File: config.mk
export PLATFORM = sky130hd
export DESIGN_NAME = midori_round_ctrl
export DESIGN_NICKNAME = d
export VERILOG_FILES = /design/src/rtl/midori_round_ctrl.sv
export SDC_FILE = /design/constraint.sdc
export NUM_CORES = 1
export LEC_CHECK = 0
export CORE_AREA = 2 2 39 41
export DETAILED_ROUTE_END_ITERATION = 7
export DIE_AREA = 0 0 41 43
export PLACE_DENSITY = 0.74
export SYNTH_ARGS = -nofsm -noshare
export SYNTH_HDL_FRONTEND = slang
export SYNTH_SLANG_ARGS = --single-unit
File: constraint.sdc
create_clock -name clk -period 3.3 [get_ports clk]
set_input_delay 0.99 -clock clk [delete_from_list [all_inputs] [get_ports clk]]
set_output_delay 0.99 -clock clk [all_outputs]
set_load 0.01 [all_outputs]
File: src/rtl/midori_round_ctrl.sv
// -----------------------------------------------------------------------------
// midori_round_ctrl
//
// Round/phase sequencer for the threshold-implemented Midori64 datapath.
// Steps a round counter and a within-round phase counter, advancing only on
// cycles where fresh masks are available, and reports busy/done status.
//
// Ports:
//   clk        in   system clock, rising edge
//   rst        in   asynchronous active-high reset
//   start      in   request a new encryption (honoured in IDLE or DONE)
//   abort      in   synchronous cancel back to IDLE, beats start and advance
//   rng_valid  in   masks available this cycle; low stalls the sequence
//   start_sel  out  datapath input-mux select (load plaintext/key shares)
//   en         out  datapath register enable (advance strobe)
//   round      out  current round index
//   phase      out  cycle index within the round
//   last_round out  busy and round == ROUNDS-1
//   rng_req    out  mask request to the PRNG (same as busy)
//   busy       out  high while sequencing
//   done       out  high (level) once the final round has completed
// -----------------------------------------------------------------------------
module midori_round_ctrl #(
  parameter  int ROUNDS           = 16,
  parameter  int CYCLES_PER_ROUND = 2,
  localparam int ROUND_W          = (ROUNDS > 1) ? $clog2(ROUNDS) : 1,
  localparam int PH_W             = (CYCLES_PER_ROUND > 1) ? $clog2(CYCLES_PER_ROUND) : 1
) (
  input  logic               clk,
  input  logic               rst,
  input  logic               start,
  input  logic               abort,
  input  logic               rng_valid,
  output logic               start_sel,
  output logic               en,
  output logic [ROUND_W-1:0] round,
  output logic [PH_W-1:0]    phase,
  output logic               last_round,
  output logic               rng_req,
  output logic               busy,
  output logic               done
);

  typedef enum logic [1:0] {
    ST_IDLE = 2'd0,
    ST_RUN  = 2'd1,
    ST_DONE = 2'd2
  } state_t;

  // Terminal counter values; compares against these keep both counters
  // inside their legal range for non-power-of-two parameters.
  localparam logic [ROUND_W-1:0] ROUND_LAST = ROUND_W'(ROUNDS - 1);
  localparam logic [PH_W-1:0]    PH_LAST    = PH_W'(CYCLES_PER_ROUND - 1);

  state_t             state_reg;
  logic [ROUND_W-1:0] round_reg;
  logic [PH_W-1:0]    phase_reg;
  logic               busy_reg;
  logic               done_reg;

  always_ff @(posedge clk or posedge rst) begin
    if (rst) begin
      state_reg <= ST_IDLE;
      round_reg <= '0;
      phase_reg <= '0;
      busy_reg  <= 1'b0;
      done_reg  <= 1'b0;
    end else if (abort) begin
      state_reg <= ST_IDLE;
      round_reg <= '0;
      phase_reg <= '0;
      busy_reg  <= 1'b0;
      done_reg  <= 1'b0;
    end else begin
      case (state_reg)
        ST_IDLE, ST_DONE: begin
          if (start) begin
            state_reg <= ST_RUN;
            round_reg <= '0;
            phase_reg <= '0;
            busy_reg  <= 1'b1;
            done_reg  <= 1'b0;
          end
        end
        ST_RUN: begin
          // start is deliberately ignored here; only rng_valid moves us on.
          if (rng_valid) begin
            if (phase_reg == PH_LAST) begin
              if (round_reg == ROUND_LAST) begin
                // Final advance: counters hold their terminal values so the
                // datapath side can still see which round produced the result.
                state_reg <= ST_DONE;
                busy_reg  <= 1'b0;
                done_reg  <= 1'b1;
              end else begin
                phase_reg <= '0;
                round_reg <= round_reg + ROUND_W'(1);
              end
            end else begin
              phase_reg <= phase_reg + PH_W'(1);
            end
          end
        end
        default: begin
          state_reg <= ST_IDLE;
          round_reg <= '0;
          phase_reg <= '0;
          busy_reg  <= 1'b0;
          done_reg  <= 1'b0;
        end
      endcase
    end
  end

  // start_sel is the only output with a combinational path from inputs other
  // than en; it lets the datapath load shares on the same cycle start is seen.
  assign start_sel  = start & ~busy_reg & ~abort;
  assign en         = busy_reg & rng_valid;
  assign round      = round_reg;
  assign phase      = phase_reg;
  assign last_round = busy_reg & (round_reg == ROUND_LAST);
  assign rng_req    = busy_reg;
  assign busy       = busy_reg;
  assign done       = done_reg;

endmodule
==> flow_summary.json <==
{
  "synth-warning-count": 0,
  "holdWs_ns": 0.541,
  "ys_ff_latch": 8,
  "gr-total-overflow": 0,
  "tns_ns": 0,
  "dpl_cell_area_sq_um": 666,
  "final_nets": 79,
  "syn_avg_cell_area_sq_um": 9.38,
  "insertion_delay_ns": 0.26,
  "multi_input_area_sq_um": 262,
  "worstPathCellList": "clkdlybuf4s50_1, nor3b_1, clkdlybuf4s50_1",
  "critPathKind": "in2out",
  "crit_top_cell": "clkdlybuf4s50_1",
  "synth_nets": 58,
  "wirelength_um": 1120,
  "ir_drop_v": 0.000165,
  "reg2reg_to": "busy",
  "slew_violations": 0,
  "yosysSeqAreaShare_pct": 41.0,
  "port_buffers": 15,
  "grt_use_total_pct": 15.8,
  "slew_headroom_pct": 78.7,
  "cap_violations": 0,
  "core-area_sq_mm": 0.00138,
  "antenna_cells": 0,
  "grt_max_degree": 9,
  "p_leak_nw": 0.285,
  "antenna_found_initial": 0,
  "place_congestion": 0.836,
  "post_cts.repair.setup_buffers": 0,
  "cts_buffers": 3,
  "htree_levels": 1,
  "firstDrtPassIters": 6,
  "ctsResizeCount": 0,
  "r2r_slack_ns": 1.99,
  "ff2ff_path_depth": 5,
  "endpoint": "start_sel",
  "cp_slowest_cell": "clkdlybuf4s50_1",
  "hold_path.class": "reg2reg",
  "die_h_um": 43,
  "cts_hold_buffers": 0,
  "final_antenna_net_count": 0,
  "synthCells": 52,
  "final-setup-viol-count": 0,
  "grt_pass1_vias": 441,
  "status": "finished, final reports clean",
  "drtIter0Drc": 22,
  "power_density_mw_per_mm2": 322,
  "worstHoldStart": "round[0]",
  "drc": 0,
  "yosysTopAreaCell": "dfrtp_1",
  "placedCellCount": 84,
  "r2r_start": "round[0]",
  "startpoint": "start",
  "min_period_over_period_pct": 96.4,
  "clk_pin_slew_ns": 0.05,
  "cts_root_buf": "clkbuf_4",
  "stdcell_area_sq_um": 688,
  "required_ns": 2.31,
  "ios": 16,
  "cpPeakStageDelay_ns": 0.56,
  "synthToLayoutAreaGrowth_pct": 41.0,
  "start_util_pct": 35.3,
  "synth-main-ff-cell": "dfrtp_1",
  "seq_area_sq_um": 200,
  "clock-sinks": 8,
  "min_period_ns": 3.18,
  "vias": 479,
  "vias_per_cell": 5.51,
  "grt_setup_unrepaired": "no",
  "fp-row-count": 14,
  "ys_types": 28,
  "wl_per_cell_um": 12.8,
  "die_area_sq_mm": 0.00176,
  "dp_hpwl_um": 892,
  "largest_reg_flops": 4,
  "critPathLaunchType": "input pin",
  "crit_fanout": 2,
  "drive_above_1_share_pct": 12.7,
  "dp_slack_ns": 0.113,
  "synth_edf_count": 0,
  "stdcell_count": 87,
  "synth.area.top_cells": "dfrtp_1, nor2_1, nand3b_4",
  "synth_top_cell_area_share_pct": 41.0,
  "fillers": 139,
  "fmax_ghz": 0.314,
  "netlist_area_sq_um": 488,
  "cts_buffer_depth": 2,
  "hold_viol": 0,
  "die_w_um": 41,
  "worst_clock_skew_ns": 0.00191,
  "grt_pass1_wl_um": 1900,
  "worst_slew_pin_slew_ns": 0.319,
  "cts_tree": "yes",
  "ys_async_sr_fraction_pct": 100,
  "cp-end-kind": "primary output",
  "worst_slack_ns": 0.119,
  "cp_data_arrival_time_ns": 2.19
}
[through the flow]
stage	utilization (%)	power [W]
6_report	49.7	0.000222
5_1_grt	49.7	0.000232
4_1_cts	49.7	0.000225
3_5_place_dp	48.1	0.000148
3_3_place_gp	48.1	0.000146
2_1_floorplan	-	0.000128
[power breakdown]
group / leakage, nW / total (W) / internal (W) / switching (W)
clock network: 0.0138 / 0.0000765 / 0.0000417 / 0.0000348
logic: 0.162 / 0.0000407 / 0.0000215 / 0.0000192
registers: 0.109 / 0.000105 / 0.000101 / 0.00000378
[cell usage in the layout (no fill, tap or decap), types with 2 or more instances in the layout]
cell             synthesis  routed
buf_4                    2       3
o31ai_1                  2       2
nand4_1                  2       2
o21a_1                   2       2
nand3_1                  2       2
clkdlybuf4s50_1          0      15
nor2_1                   6       6
a21oi_1                  3       3
nand2b_1                 2       2
nand4b_1                 2       2
nand2_1                  2       2
inv_1                    3       3
dfrtp_1                  8       8
clkbuf_4                 0       3
[critical path: cells and delay by family]
family / cells / cell delay (ns)
AND/OR/NAND/NOR: 1 / 0.17
buffers and inverters: 2 / 1.03
[cells in the mapped netlist, types with 2 or more instances]
| master | count |
|---|---|
| buf_4 | 2 |
| nand4b_1 | 2 |
| dfrtp_1 | 8 |
| inv_1 | 3 |
| o31ai_1 | 2 |
| a21oi_1 | 3 |
| nand2b_1 | 2 |
| nand4_1 | 2 |
| nor2_1 | 6 |
| nand2_1 | 2 |
| o21a_1 | 2 |
| nand3_1 | 2 |
[metal layers]
metal	track usage (%)	wire length, um
met5	0	0
met4	8.00	19
met3	3.14	40
met2	23.4	588
met1	20.8	466
[logic make-up after synthesis]
family | synth area share, %
simple gates | 31.8
flops | 41.0
fa+ha+maj | 2.56
buf+inv | 5.38
compound gates | 19.2
[worst min-delay path by stage]
stage / to / slack (ns) / cells after the start
6_report: round[0] / 0.54 / 1
5_1_grt: round[0] / 0.57 / 1
4_1_cts: round[0] / 0.54 / 1
3_5_place_dp: round[0] / 0.53 / 1
3_3_place_gp: round[0] / 0.53 / 1
2_1_floorplan: round[0] / 0.55 / 1
[final cells by class]
class	instances	area share [%]
multi-input cells	39	38.0
inverters	3	1.64
repair buffers	18	25.1
flip-flops and latches	8	29.1
clock buffers	3	3.27
well taps	16	2.91
Power figures use the tool's default switching activity.
